[src/rtl/fnd_scan_controller.sv]
// Multiplexed 7-segment scan controller with frame snapshots, ghost blanking, blink and range check.
// Optional build macro FND_LZB_EN enables leading-zero blanking of the hour10 digit.
module fnd_scan_controller #(
  parameter int CLK_FREQ   = 100_000_000,
  parameter int SCAN_HZ    = 1000,
  parameter int NUM_DIGITS = 4,
  parameter int BLINK_HZ   = 2
) (
  input  logic                  clk,
  input  logic                  rst,
  input  logic                  mode,
  input  logic [23:0]           i_time,
  input  logic [NUM_DIGITS-1:0] blink_mask,
  output logic [NUM_DIGITS-1:0] fnd_com,
  output logic [7:0]            fnd_data
);

  localparam int DIV         = CLK_FREQ / SCAN_HZ;
  localparam int PW          = (DIV > 1) ? $clog2(DIV) : 1;
  localparam int IW          = $clog2(NUM_DIGITS);
  localparam int BLINK_TICKS = SCAN_HZ / (2 * BLINK_HZ);
  localparam int BW          = (BLINK_TICKS > 1) ? $clog2(BLINK_TICKS) : 1;

  typedef enum logic [1:0] {
    FLD_MSEC = 2'd0,
    FLD_SEC  = 2'd1,
    FLD_MIN  = 2'd2,
    FLD_HOUR = 2'd3
  } field_e;

  logic [PW-1:0]         r_presc;
  logic [IW-1:0]         r_idx;
  logic [23:0]           r_snap;
  logic                  r_page;
  logic [NUM_DIGITS-1:0] r_bmask;
  logic [BW-1:0]         r_blinkCnt;
  logic                  r_phase;
  logic                  r_comPending;
  logic [NUM_DIGITS-1:0] r_com;
  logic [7:0]            r_data;

  logic                  w_tick;
  logic                  w_wrap;
  logic                  w_blinkToggle;
  logic [IW-1:0]         w_idxNext;
  logic [23:0]           w_snapNext;
  logic                  w_pageNext;
  logic [NUM_DIGITS-1:0] w_bmaskNext;
  logic                  w_phaseNext;
  logic [2:0]            w_sel;
  field_e                w_fld;
  logic [6:0]            w_field;
  logic [6:0]            w_max;
  logic                  w_oor;
  logic [3:0]            w_tens;
  logic [3:0]            w_ones;
  logic                  w_dpDigit;
  logic [7:0]            w_pat;

  function automatic logic [7:0] segCode(input logic [3:0] d);
    case (d)
      4'd0:    segCode = 8'hC0;
      4'd1:    segCode = 8'hF9;
      4'd2:    segCode = 8'hA4;
      4'd3:    segCode = 8'hB0;
      4'd4:    segCode = 8'h99;
      4'd5:    segCode = 8'h92;
      4'd6:    segCode = 8'h82;
      4'd7:    segCode = 8'hF8;
      4'd8:    segCode = 8'h80;
      4'd9:    segCode = 8'h90;
      default: segCode = 8'hFF;
    endcase
  endfunction

  // Everything that changes on a tick is looked at through its post-tick value, so the
  // pattern registered on the tick already reflects the new idx, snapshot, page and phase.
  assign w_tick        = (r_presc == PW'(DIV - 1));
  assign w_wrap        = w_tick && (r_idx == IW'(NUM_DIGITS - 1));
  assign w_blinkToggle = w_tick && (r_blinkCnt == BW'(BLINK_TICKS - 1));
  assign w_idxNext     = w_wrap ? '0 : r_idx + IW'(1);
  assign w_snapNext    = w_wrap ? i_time : r_snap;
  assign w_pageNext    = w_wrap ? mode : r_page;
  assign w_bmaskNext   = w_wrap ? blink_mask : r_bmask;
  assign w_phaseNext   = w_blinkToggle ? ~r_phase : r_phase;

  always_comb begin
    w_sel = (NUM_DIGITS == 8) ? 3'(w_idxNext) : {w_pageNext, w_idxNext[1:0]};
    w_fld = field_e'(w_sel[2:1]);
    w_field = 7'd0;
    w_max   = 7'd0;
    case (w_fld)
      FLD_MSEC: begin w_field = w_snapNext[6:0];          w_max = 7'd99; end
      FLD_SEC:  begin w_field = 7'(w_snapNext[12:7]);     w_max = 7'd59; end
      FLD_MIN:  begin w_field = 7'(w_snapNext[18:13]);    w_max = 7'd59; end
      FLD_HOUR: begin w_field = 7'(w_snapNext[23:19]);    w_max = 7'd23; end
      default:  begin w_field = 7'd0;                     w_max = 7'd0;  end
    endcase
    w_oor  = (w_field > w_max);
    w_tens = 4'(w_field / 7'd10);
    w_ones = 4'(w_field % 7'd10);
    w_dpDigit = (w_idxNext == IW'(2)) || ((NUM_DIGITS == 8) && (w_idxNext == IW'(4)));

    w_pat = segCode(w_sel[0] ? w_tens : w_ones);
    if (w_oor) w_pat = 8'hBF;
`ifdef FND_LZB_EN
    if ((w_sel == 3'd7) && !w_oor && (w_field < 7'd10)) w_pat = 8'hFF;
`endif
    if (!w_oor && w_dpDigit && (w_snapNext[6:0] < 7'd50)) w_pat[7] = 1'b0;
    if (!w_phaseNext && w_bmaskNext[w_idxNext]) w_pat = 8'hFF;
  end

  // Each tick blanks the commons for one cycle while the new pattern settles, then enables the new digit.
  always_ff @(posedge clk or posedge rst) begin
    if (rst) begin
      r_presc      <= '0;
      r_idx        <= '0;
      r_snap       <= '0;
      r_page       <= 1'b0;
      r_bmask      <= '0;
      r_blinkCnt   <= '0;
      r_phase      <= 1'b1;
      r_comPending <= 1'b0;
      r_com        <= '1;
      r_data       <= 8'hFF;
    end else begin
      r_presc      <= w_tick ? '0 : r_presc + PW'(1);
      r_comPending <= w_tick;
      if (w_tick) begin
        r_idx      <= w_idxNext;
        r_snap     <= w_snapNext;
        r_page     <= w_pageNext;
        r_bmask    <= w_bmaskNext;
        r_blinkCnt <= w_blinkToggle ? '0 : r_blinkCnt + BW'(1);
        r_phase    <= w_phaseNext;
        r_data     <= w_pat;
        r_com      <= '1;
      end else if (r_comPending) begin
        r_com <= ~(NUM_DIGITS'(1) << r_idx);
      end
    end
  end

  assign fnd_com  = r_com;
  assign fnd_data = r_data;

endmodule

[config.mk]
export PLATFORM = sky130hd
export DESIGN_NAME = fnd_scan_controller
export DESIGN_NICKNAME = d
export VERILOG_FILES = /design/src/rtl/fnd_scan_controller.sv
export SDC_FILE = /design/constraint.sdc
export NUM_CORES = 1
export LEC_CHECK = 0
export ABC_CLOCK_PERIOD_IN_PS = 6200
export BUFFER_PORTS_ARGS = -buffer_cell sky130_fd_sc_hd__clkbuf_2
export CORE_ASPECT_RATIO = 0.7
export CORE_UTILIZATION = 45
export DETAILED_ROUTE_END_ITERATION = 16
export PLACE_DENSITY = 0.71
export SLEW_MARGIN = 20
export SYNTH_ARGS = -nofsm -noshare
export SYNTH_HDL_FRONTEND = slang
export SYNTH_SLANG_ARGS = --single-unit
[constraint.sdc]
create_clock -name clk -period 6.2 [get_ports clk]
set_input_delay 0.62 -clock clk [delete_from_list [all_inputs] [get_ports clk]]
set_output_delay 0.62 -clock clk [all_outputs]
set_load 0.1 [all_outputs]
==> results.rst, run 1 <==
.. list-table::
   :header-rows: 1

   * - Metric
     - Value
   * - Initial core utilization
     - 0.465
   * - Worst IR Drop VDD
     - 0.149 mV
   * - Area taken by multi-input logic gates
     - ~2300 um2
   * - Achievable clock frequency
     - 179 MHz
   * - Final GP Congestion
     - roughly 0.9
   * - Largest buffer count on any clock path
     - 2
   * - Number of instances in the synthesized netlist
     - between 400 and 500
   * - Number of enable-type register cells in the synthesized netlist
     - 0
   * - Reg clk slew, reported paths
     - about 60 ps
   * - Data required time at the worst endpoint
     - about 6500 ps
   * - Cell count of the worst hold path
     - 2
   * - Number of hold-slack violations in the final timing report
     - 0
   * - Worst hold path type
     - reg -> reg
   * - Source of the worst register-to-register timing path
     - r_presc[0]
   * - Mean Syn Cell Area
     - between 8 and 9 um2
   * - Placeable core region
     - between 9000 and 10,000 um2
   * - Most area-consuming cells after synthesis
     - dfrtp_1 (34%), dfstp_2 (8.1%), nand2_1 (7.9%)
   * - Share of synthesized registers carrying an async set or reset
     - 1.00
   * - Inserted Clock Buffers
     - 9
   * - Number of buffer cells added on primary ports
     - 42
   * - Number of synthesized register bits
     - 70
   * - Sequential cell area
     - around 1800 um2
   * - Overflow left after global routing
     - 0
   * - H-Tree Level Count
     - 3
   * - Length of routed wiring on met1
     - 5.16 mm
   * - Number of vias after detailed routing
     - about 3.6k
   * - Cells along the critical path
     - ha_1, and4_2, and4_1, nand2_4, nand2_1, nand2_1, inv_1, ha_1, buf_4, a221oi_1, o21ai_0, o21ai_1, a21oi_2, nand2_1, and3_1, nor3_2, ha_1, a21o_1, o21ai_1, a2111o_1, o211ai_1, ha_1, or2_0, a211oi_2
   * - Fraction of final layout cells with drive strength greater than 1
     - 0.196
   * - Number of optimization iterations in the first detailed-route pass
     - 5
   * - Combined area of all synthesized cells
     - 4220 um2
   * - Routed length on met2
     - 4.04 mm
   * - Residual DRC
     - 0
   * - Total GRT Usage
     - 0.219
   * - RSZ-0062 raised after global routing
     - no
   * - Sequential area share after synthesis
     - 0.419
   * - CP max stage cell
     - and4_1
   * - WL per Instance
     - 15.6 um
   * - Worst clock skew
     - approximately 6.7 ps
   * - TritonCTS Sinks
     - 70
   * - Fillers
     - 815
   * - Via count of the first global-routing pass
     - roughly 3.3k
   * - Final Cycle Share
     - 0.904
   * - TritonCTS clock tree
     - done
   * - Hold Crit Start
     - r_bmask[1]
   * - Clock insertion delay at the later pin of the skew report
     - 340 ps
   * - Min cycle time layout
     - ~5600 ps
   * - Peak fanout along the critical path
     - 9
   * - Number of hold buffers added after CTS
     - 0
   * - Total setup buffers inserted after CTS
     - 0
   * - Height of the die
     - ~83 um
   * - Top delay family on crit path
     - simple AND/OR/NAND/NOR gates
   * - Net count reported at finish
     - 565
   * - Portion of synthesized cell area occupied by the leading cell type
     - 0.338
   * - Setup slack of the worst register-to-register path
     - 600 ps
   * - Result of the run
     - finished, final reports clean
   * - Die ar.
     - 9780 um2
   * - Diode insertion count for antenna repair
     - 0
   * - Floorplan row count
     - 29
   * - Actual transition at the worst max-transition pin
     - 853 ps
   * - Post-synthesis cell type count
     - 75
   * - Type of the worst setup path
     - reg -> reg
   * - Relative slew slack
     - 0.432
   * - Routed length on met3
     - 702 um
   * - Primary flip-flop cell chosen by synthesis mapping
     - dfrtp_1
   * - Largest area contributor in the synthesized netlist
     - dfrtp_1
   * - Crit-path max cell delay
     - 400 ps
   * - Cell mode on critical path
     - ha_1
   * - Sort of element at the end of the critical path
     - register
   * - Largest net degree at the start of global routing
     - 71
   * - Die X-Extent
     - 118 um
   * - Antenna-violating nets left
     - 0
   * - Initial antenna violation count
     - 0
   * - Reg-to-reg critical path endpoint
     - fnd_data[3]
   * - Layout area overhead
     - 14.6%
   * - Hold endpoint
     - r_bmask[1]
   * - TNS Setup
     - 0 ps
   * - Clk Tree Root Cell
     - clkbuf_16
   * - Worst EP arrival
     - 5860 ps
   * - Max-capacitance violation count
     - 0
   * - Highest metal layer used by the detailed router
     - met4
   * - Net count after synthesis
     - 524
   * - Leakage power summed over all cells
     - 2.22 nW
   * - Final max-slew violation count
     - 0
   * - Critical path launch point type
     - register
   * - Power per standard cell area
     - 206 nW/um2
   * - Routed wire length
     - 9.99 mm
   * - Number of failing setup endpoints in the final timing report
     - 0
   * - Buffers plus inverters on the worst setup path
     - 2
   * - Number of primary I/O pins
     - 43
   * - Total Power
     - 0.999 mW
   * - Wire length of the first global-routing pass
     - 16.8 mm
   * - Post-cts repair resize count
     - 0
   * - Dpl hpwl
     - 7.32 mm
   * - Ratio of routed vias to standard cells
     - around 5.6
   * - Count of yosys warnings during synthesis
     - 0
   * - Logic depth of the worst register-to-register path
     - 24
   * - Count of routing violations after the opening detailed-route iteration
     - 308
==> area by class of cell <==
cell class                      instances  share of cell area
Clock buffer                           10              0.0494
Clock inverter                          6              0.0127
Inverter                               25              0.0202
Multi-Input combinational cell        356               0.468
Sequential cell                        70               0.365
Tap cell                              124              0.0321
Timing Repair Buffer                   48              0.0528
==> cells by family (layout without fill, tap and decap cells) <==
| kind of cell | count (synthesis) | in the layout | synth area share |
|---|---|---|---|
| AOI/OAI and AO/OA | 108 | 108 | 0.173 |
| muxes | 11 | 11 | 0.0279 |
| adders and majority gates | 24 | 24 | 0.0712 |
| xor gates and xnor gates | 17 | 17 | 0.0353 |
| and+or+nand+nor | 196 | 196 | 0.228 |
| DFF | 70 | 70 | 0.419 |
| buffers and inverters | 43 | 89 | 0.0457 |
==> Yosys cell counts (all sizes together), types with 3 or more instances <==
cell    instances
a21oi          27
nor2b           3
nand4          10
inv            23
nor4            4
nor3           12
a221oi          4
mux2            6
mux2i           5
a31oi           4
and3            4
dfrtp          57
o21ai          30
nor2           31
dfstp          13
clkbuf          7
nand2          91
or2             3
a221o           4
or3             5
xor2           11
a211oi          6
a21boi          3
nand3          20
o21a            3
buf            11
ha             24
a21o            6
xnor2           6
nand2b          4
==> per-stage QoR <==
stage          std cells  area, um2  utilization  hold slack (ps)  setup slack, ps
3_5_place_dp         623       4540        0.500              455              732
2_1_floorplan        469       4220            -              433              869
4_1_cts              639       4840        0.533              467              674
3_3_place_gp         623       4540        0.500              451              957
5_1_grt              639       4840        0.533              497             48.4
6_report             639       4840        0.533              464              598
==> routing by layer <==
layer,vias to the layer above,GRT usage
met5,-,0
met4,0,0.0571
met3,10,0.0687
met2,126,0.298
met1,1682,0.333
li1,1738,-
==> sequential cells by signal, summed over array words and instances, names as in the netlist <==
name and cells:
r_snap 24, r_presc 17, fnd_data 8, r_blinkCnt 8, fnd_com 4, r_bmask 4, r_idx 2, r_comPending 1
r_page 1, r_phase 1
==> worst register-to-register path, stage by stage, from the launching register on <==
cell and delay, ps:
dfrtp_1 380, ha_1 240, and4_2 320, and4_1 400, nand2_4 80, nand2_1 90, nand2_1 110, inv_1 110
ha_1 280, buf_4 220, a221oi_1 60, o21ai_0 90, o21ai_1 150, a21oi_2 340, nand2_1 120, and3_1 210
nor3_2 260, ha_1 380, a21o_1 150, o21ai_1 130, a2111o_1 320, o211ai_1 270, ha_1 340, or2_0 240
a211oi_2 230
==> worst max-delay path by stage <==
| stage | start | end | slack [ps] | depth (start not counted) |
|---|---|---|---|---|
| final | r_presc[0] | fnd_data[3] | 600 | 24 |
| after global routing | r_presc[12] | fnd_data[2] | 50 | 21 |
| after CTS | r_presc[0] | fnd_data[3] | 670 | 23 |
| after detailed placement | r_presc[0] | fnd_data[3] | 730 | 25 |
| after global placement | r_presc[0] | fnd_data[3] | 960 | 23 |
| after floorplan | r_presc[0] | fnd_data[3] | 870 | 25 |
==> power by group <==
part	total [mW]	internal, mW	switching [mW]
Sequential	0.459	0.458	0.000272
Combinational	0.0251	0.00919	0.0159
Clock	0.515	0.320	0.195
==> cell usage in the layout (no fill, tap or decap), types with 9 or more instances in the layout <==
master	instances
clkbuf_16	9
nor2_1	29
nor3_1	11
nand4_1	9
inv_1	21
nand3_1	19
dfstp_2	13
o21ai_0	24
ha_1	24
xor2_1	11
dfrtp_1	57
clkbuf_2	42
a21oi_1	24
nand2_1	89
Note: power is estimated with default switching activity, not from simulation.
==> run 2, diff against run 1 <==
--- a/config.mk
+++ b/config.mk
@@ -10,7 +10,7 @@
 export CORE_ASPECT_RATIO = 0.7
 export CORE_UTILIZATION = 45
 export DETAILED_ROUTE_END_ITERATION = 16
-export PLACE_DENSITY = 0.71
+export PLACE_DENSITY_LB_ADDON = 0.1
 export SLEW_MARGIN = 20
 export SYNTH_ARGS = -nofsm -noshare
 export SYNTH_HDL_FRONTEND = slang
==> results.rst, run 2 (synthesis gave the netlist of run 1 again) <==
.. list-table::
   :header-rows: 1

   * - Metric
     - Value
   * - Initial core utilization
     - 0.465 (unchanged)
   * - Share of total power in combinational logic
     - 0.027 (+0.002)
   * - Register name with the most flops
     - r_snap
   * - Total GRT Usage
     - 0.224 (+0.00427)
   * - Routed wire length
     - 10.1 mm (+0.77%)
   * - Met2 layer usage reported by global route
     - 0.298 (+0.000535)
   * - Floorplan row count
     - 29 (unchanged)
   * - Largest buffer count on any clock path
     - 2 (unchanged)
   * - Inserted Clock Buffers
     - 9 (unchanged)
   * - Commonest non-fill, non-tap cell in the layout
     - nand2_1
   * - Number of flip-flops under the largest register name
     - 24 (unchanged)
   * - Sort of element at the end of the critical path
     - register
   * - Residual DRC
     - 0 (unchanged)
   * - Leakage power summed over all cells
     - 2.20 nW (-0.72%)
   * - Switching power of the nets
     - 0.197 mW (-6.9%)
   * - Number of optimization iterations in the first detailed-route pass
     - 6 (+1)
   * - Layout area overhead
     - 13.7%
   * - H-Tree Level Count
     - 3 (unchanged)
   * - Commonest cells after routing, fill and taps aside
     - nand2_1 (89), dfrtp_1 (57), clkbuf_2 (42)
   * - Layout Cells excl Fill
     - 637 (-0.31%)
   * - Sequential fraction of design power
     - 0.492 (+0.033)
   * - Type of the worst setup path
     - reg -> reg
   * - Largest net degree at the start of global routing
     - 71 (unchanged)
   * - Initial antenna violation count
     - 0 (unchanged)
   * - Clock insertion delay at the later pin of the skew report
     - 330 ps (about the same)
   * - Overflow left after global routing
     - 0 (unchanged)
   * - Peak fanout along the critical path
     - 24 (+15)
   * - Routing usage on met3
     - 0.0536 (-0.0151)
   * - Wire length of the first global-routing pass
     - 17.3 mm (+3.0%)
   * - Worst EP arrival
     - 5920 ps (+60 ps)
   * - Number of placed instances with taps included
     - 622 (-0.16%)
   * - Number of failing setup endpoints in the final timing report
     - 0 (unchanged)
   * - Final Cycle Share
     - 0.916 (+0.0120)
   * - Min cycle time layout
     - 5680 ps (+74.1 ps)
   * - Final Instance Area
     - 4800 um2 (-0.80%)
   * - Worst clock skew
     - 4.75 ps (-1.92 ps)
   * - Fraction of final layout cells with drive strength greater than 1
     - 0.195 (-0.00118)
   * - Max-capacitance violation count
     - 0 (unchanged)
   * - Actual transition at the worst max-transition pin
     - 872 ps (+19.7 ps)
   * - Result of the run
     - finished, final reports clean
   * - Total setup buffers inserted after CTS
     - 0 (unchanged)
   * - Power per standard cell area
     - 194 nW/um2 (-5.9%)
   * - TritonCTS clock tree
     - done
   * - Clock share of power
     - 0.481 (-0.035)
   * - Cell-internal power
     - 0.735 mW (-6.6%)
   * - Diode insertion count for antenna repair
     - 0 (unchanged)
   * - Die ar.
     - 9780 um2 (unchanged)
   * - Worst IR Drop VDD
     - 0.152 mV (+2.4%)
   * - Reg clk slew, reported paths
     - 50 ps (about the same)
   * - Number of vias after detailed routing
     - 3,507 (-1.4%)
   * - Critical path launch point type
     - register
   * - RSZ-0062 raised after global routing
     - no
   * - Placeable core region
     - 9070 um2 (unchanged)
   * - Relative slew slack
     - 0.418 (-0.0131)
   * - Placed standard-cell area
     - 4530 um2 (-0.17%)
   * - TritonCTS Sinks
     - 70 (unchanged)
   * - Via count of the first global-routing pass
     - 3,342 (+1.7%)
   * - Post-layout utilization of the core
     - 0.529 (-0.00428)
   * - Number of hold-slack violations in the final timing report
     - 0 (unchanged)
   * - Data required time at the worst endpoint
     - 6440 ps (about the same)
   * - Achievable clock frequency
     - 176 MHz (-1.3%)
   * - Registers with the most flip-flops
     - r_snap (24), r_presc (17)
   * - Die X-Extent
     - 118 um (unchanged)
   * - Final max-slew violation count
     - 0 (unchanged)
   * - Final GP Congestion
     - 0.909 (+2.0%)
   * - Height of the die
     - 83.0 um (unchanged)
   * - TNS Setup
     - 0 ps (unchanged)
   * - Clk Tree Root Cell
     - clkbuf_16
   * - Count of routing violations after the opening detailed-route iteration
     - 208 (-32%)
   * - Net switching share of the total power
     - 0.211 (-0.000493)
   * - Number of primary I/O pins
     - 43 (unchanged)
   * - Dpl hpwl
     - 7.26 mm (-0.86%)
   * - Ratio of routed vias to standard cells
     - 5.51 (-1.1%)
   * - WL per Instance
     - 15.8 um (+1.1%)
   * - Antenna-violating nets left
     - 0 (unchanged)
   * - Busiest metal layer after global routing
     - met1
   * - Number of buffer cells added on primary ports
     - 42 (unchanged)
   * - Net count reported at finish
     - 564 (-0.18%)
   * - Total Power
     - 0.932 mW (-6.7%)
   * - Worst hold path type
     - reg -> reg
   * - Global Route met1 Usage
     - 0.351 (+0.0181)
## run 2: repair_timing
item | in CTS | in global routing
hold buffers | 0 | 0
setup endpoints to repair | 0 | 7
gates resized for setup | 0 | 5
## run 2: through the flow
step / hold slack (ps) / setup slack, ps
floorplan: 433 / 869
global placement: 452 / 710
detailed placement: 456 / 445
CTS: 468 / 434
global route: 488 / 45.2
finish: 464 / 524
## run 2: power by group through the flow
stage / sequential, mW / clock [mW] / combinational (mW)
5_1_grt: 0.459 / 0.480 / 0.0283
6_report: 0.459 / 0.448 / 0.0249
3_5_place_dp: 0.467 / 0 / 0.0256
2_1_floorplan: 0.466 / 0 / 0.00964
4_1_cts: 0.459 / 0.461 / 0.0257
3_3_place_gp: 0.466 / 0 / 0.0256
## run 2: metal layers
metal / share of wire / wire length, um
met1: 0.55 / 5520
met2: 0.39 / 3950
met3: 0.048 / 486
met4: 0.011 / 113
met5: 0 / 0
## run 2: worst max-delay path, stage by stage (launching register included)
cell	delay, ps
dfrtp_1	410
ha_1	260
and4_2	290
and4_2	260
nand2_4	260
nand2_1	120
nand2_1	130
inv_1	80
ha_1	250
buf_4	190
a221o_1	270
o21ai_2	240
a21o_1	260
nand2_1	120
and3_1	190
nor3_2	260
ha_2	340
a21o_1	140
o21ai_1	120
a2111o_1	320
o211ai_1	260
inv_1	170
ha_1	230
a21oi_1	260
a211oi_1	120
## run 2: final cells by class
type	count	area, um2
Sequential cell	70	1770
Inverter	25	97.6
Tap cell	124	155
Fill cell	867	4270
Clock buffer	13	240
Timing Repair Buffer	47	248
Multi-Input combinational cell	356	2280
Clock inverter	2	10.0
## run 2: path summary, 6_finish.rpt
path	start	to	slack (ps)	depth (start not counted)
hold reg to reg	r_bmask[3]	r_bmask[3]	460	2
min in group asynchronous	rst	r_presc[12]	530	3
setup reg to reg	r_presc[0]	fnd_data[0]	520	24
setup / recovery	r_presc[0]	fnd_data[0]	520	24
hold / removal	r_bmask[3]	r_bmask[3]	460	2
max in group asynchronous	rst	r_snap[5]	5100	3
==> run 3, diff against run 2 <==
--- a/config.mk
+++ b/config.mk
@@ -8,9 +8,10 @@
 export ABC_CLOCK_PERIOD_IN_PS = 6200
 export BUFFER_PORTS_ARGS = -buffer_cell sky130_fd_sc_hd__clkbuf_2
 export CORE_ASPECT_RATIO = 0.7
-export CORE_UTILIZATION = 45
+export CORE_UTILIZATION = 35
 export DETAILED_ROUTE_END_ITERATION = 16
 export PLACE_DENSITY_LB_ADDON = 0.1
+export REMOVE_ABC_BUFFERS = 1
 export SLEW_MARGIN = 20
 export SYNTH_ARGS = -nofsm -noshare
 export SYNTH_HDL_FRONTEND = slang
==> results.rst, run 3 (synthesis gave the netlist of run 1 again) <==
.. list-table::
   :header-rows: 1

   * - Metric
     - Value
   * - Number of placed instances with taps included
     - 657 (+5.6%)
   * - Layout Cells excl Fill
     - 673 (+5.7%)
   * - TritonCTS clock tree
     - done
   * - Layout area overhead
     - 15.9%
   * - Switching power of the nets
     - 0.214 mW (+8.6%)
   * - Hold endpoint
     - r_bmask[1]
   * - Cells along the critical path
     - ha_1, and4_2, and4_1, nand2_4, nand2_1, nand2_1, inv_1, ha_1, a221oi_1, nor3_1, a21oi_1, a32o_2, inv_4, nor2_1, and3_1, nor3_2, ha_1, o22ai_1, a2111o_1, o211ai_1, ha_1, or2_0, a211oi_2
   * - Sequential fraction of design power
     - 0.458 (-0.034)
   * - Cell count of the worst hold path
     - 2 (unchanged)
   * - Inserted Clock Buffers
     - 9 (unchanged)
   * - Ratio of routed vias to standard cells
     - 5.20 (-5.5%)
   * - Wire length of the first global-routing pass
     - 17.8 mm (+3.3%)
   * - Largest net degree at the start of global routing
     - 71 (unchanged)
   * - Final Cycle Share
     - 0.899 (-0.0168)
   * - Final GP Congestion
     - 0.897 (-1.4%)
   * - Initial core utilization
     - 0.360 (-0.105)
   * - Setup slack of the worst register-to-register path
     - 630 ps (+100 ps)
   * - Cell mode on critical path
     - ha_1
   * - Number of flip-flops under the largest register name
     - 24 (unchanged)
   * - Residual DRC
     - 0 (unchanged)
   * - TritonCTS Sinks
     - 70 (unchanged)
   * - Peak fanout along the critical path
     - 10 (-58%)
   * - CP max stage cell
     - and4_1
   * - Data required time at the worst endpoint
     - 6460 ps (+20 ps)
   * - Overflow left after global routing
     - 0 (unchanged)
   * - Placeable core region
     - 11,700 um2 (+29%)
   * - Die ar.
     - 12,500 um2 (+28%)
   * - Floorplan row count
     - 33 (+14%)
   * - Commonest non-fill, non-tap cell in the layout
     - nand2_1
   * - Sort of element at the end of the critical path
     - register
   * - Fraction of final layout cells with drive strength greater than 1
     - 0.202 (+0.00662)
   * - Number of buffer cells added on primary ports
     - 42 (unchanged)
   * - Via count of the first global-routing pass
     - 3,441 (+3.0%)
   * - Worst clock skew
     - 6.71 ps (+1.96 ps)
   * - Routed wire length
     - 10.5 mm (+4.5%)
   * - Antenna-violating nets left
     - 0 (unchanged)
   * - Cell-internal power
     - 0.788 mW (+7.2%)
   * - Total setup buffers inserted after CTS
     - 0 (unchanged)
   * - Routed length on met3
     - 614 um (+26%)
   * - Number of failing setup endpoints in the final timing report
     - 0 (unchanged)
   * - Reg-to-reg critical path endpoint
     - fnd_data[3]
   * - H-Tree Level Count
     - 3 (unchanged)
   * - Number of hold-slack violations in the final timing report
     - 0 (unchanged)
   * - Final Instance Area
     - 4890 um2 (+1.9%)
   * - Min cycle time layout
     - 5570 ps (-104 ps)
   * - Number of primary I/O pins
     - 43 (unchanged)
   * - Logic depth of the worst register-to-register path
     - 23 (-4.2%)
   * - Total Power
     - 1.00 mW (+7.5%)
   * - Clock insertion delay at the later pin of the skew report
     - 330 ps (about the same)
   * - Worst IR Drop VDD
     - 0.130 mV (-15%)
   * - Height of the die
     - 93.9 um (+13%)
   * - Die X-Extent
     - 133 um (+13%)
   * - RSZ-0062 raised after global routing
     - no
   * - Relative slew slack
     - 0.393 (-0.0249)
   * - Max-capacitance violation count
     - 0 (unchanged)
   * - Source of the worst register-to-register timing path
     - r_presc[0]
   * - Number of vias after detailed routing
     - 3,501 (-0.17%)
   * - Critical path launch point type
     - register
   * - Worst EP arrival
     - 5830 ps (-90 ps)
   * - Achievable clock frequency
     - 179 MHz (+1.9%)
   * - Final max-slew violation count
     - 0 (unchanged)
   * - Length of routed wiring on met1
     - 5.64 mm (+2.2%)
   * - Number of optimization iterations in the first detailed-route pass
     - 5 (-1)
   * - Actual transition at the worst max-transition pin
     - 910 ps (+37.4 ps)
   * - Leakage power summed over all cells
     - 2.23 nW (+1.3%)
   * - Result of the run
     - finished, final reports clean
   * - Power per standard cell area
     - 205 nW/um2 (+5.5%)
   * - WL per Instance
     - 15.6 um (-1.1%)
   * - Total GRT Usage
     - 0.184 (-0.0398)
   * - Worst slack at placement
     - 429 ps (-15.3 ps)
   * - Clock share of power
     - 0.517 (+0.036)
   * - Initial antenna violation count
     - 0 (unchanged)
   * - Commonest cells after routing, fill and taps aside
     - nand2_1 (89), dfrtp_1 (57), clkbuf_2 (42)
   * - Reg clk slew, reported paths
     - 60 ps (about the same)
   * - Routed length on met2
     - 4.16 mm (+5.5%)
   * - Dpl hpwl
     - 7.58 mm (+4.4%)
   * - TNS Setup
     - 0 ps (unchanged)
   * - Hold Crit Start
     - r_bmask[1]
   * - Placed standard-cell area
     - 4590 um2 (+1.2%)
   * - Fin worst setup slack
     - 628 ps (+104 ps)
   * - Net count reported at finish
     - 566 (+0.35%)
   * - Count of routing violations after the opening detailed-route iteration
     - 222 (+6.7%)
   * - Type of the worst setup path
     - reg -> reg
   * - Share of total power in combinational logic
     - 0.025 (-0.002)
   * - Highest metal layer used by the detailed router
     - met4
   * - Crit-path max cell delay
     - 420 ps (about the same)
   * - Startpoint of the most critical setup path
     - r_presc[0]
   * - Register name with the most flops
     - r_snap
   * - Net switching share of the total power
     - 0.213 (+0.00215)
   * - Largest buffer count on any clock path
     - 2 (unchanged)
   * - Clk Tree Root Cell
     - clkbuf_16
   * - Registers with the most flip-flops
     - r_snap (24), r_presc (17)
   * - Diode insertion count for antenna repair
     - 0 (unchanged)
   * - Worst hold path type
     - reg -> reg
==> run 3: changes by cell type in the layout (fill, tap and decap cells not counted) <==
cell,previous run,this run
clkbuf_8,0,1
and4_1,0,1
a21oi_4,1,0
a21oi_1,23,24
o21ai_1,4,5
o21ai_2,2,1
clkinv_4,0,1
bufinv_16,0,1
clkinv_2,3,4
buf_4,5,7
clkinvlp_4,0,1
clkbuf_1,4,0
and4_2,2,1
==> run 3: worst max-delay path by stage <==
stage                  endpoint
finish              fnd_data[3]
global route        fnd_data[5]
CTS                 fnd_data[3]
detailed placement  fnd_data[3]
global placement    fnd_data[3]
floorplan           fnd_data[3]
==> run 3: timing repair <==
item                                    in CTS  in global routing
resized for setup                            0                  1
endpoints found under the setup margin       0                  7
hold buffers                                 0                  0
==> run 3: layout make-up <==
type                       instances  area (um2)
fill                            1177        6840
multi-input combinational        356        2260
sequential                        70        1770
timing repair buffer              49         263
clock buffer                      10         239
tap                              157         196
inverter                          25        97.6
clock inverter                     6        61.3
==> run 3: power groups by stage <==
stage / combinational (mW) / clock [mW] / sequential (mW)
CTS: 0.0262 / 0.534 / 0.459
detailed placement: 0.0260 / 0 / 0.467
floorplan: 0.00964 / 0 / 0.466
global placement: 0.0262 / 0 / 0.466
global route: 0.0288 / 0.551 / 0.458
finish: 0.0251 / 0.518 / 0.459
==> run 3: routing by layer <==
metal | track usage | vias to the layer above
met5 | 0 | -
met4 | 0.0559 | 0
met3 | 0.0485 | 8
met2 | 0.267 | 104
met1 | 0.264 | 1648
li1 | - | 1741
==> run 3: worst max-delay path: cells and delay by family (launching register included) <==
| kind | cells | cell delay, ps |
|---|---|---|
| adders and majority gates | 4 | 1340 |
| AOI/OAI and AO/OA | 7 | 1630 |
| buffers and inverters | 2 | 220 |
| and+or+nand+nor | 10 | 1910 |
| DFF | 1 | 380 |
==> run 3: stage by stage <==
stage / utilization / hold WS, ps
global placement: 0.391 / 447
floorplan: - / 433
finish: 0.417 / 467
detailed placement: 0.391 / 452
CTS: 0.417 / 468
global route: 0.417 / 479
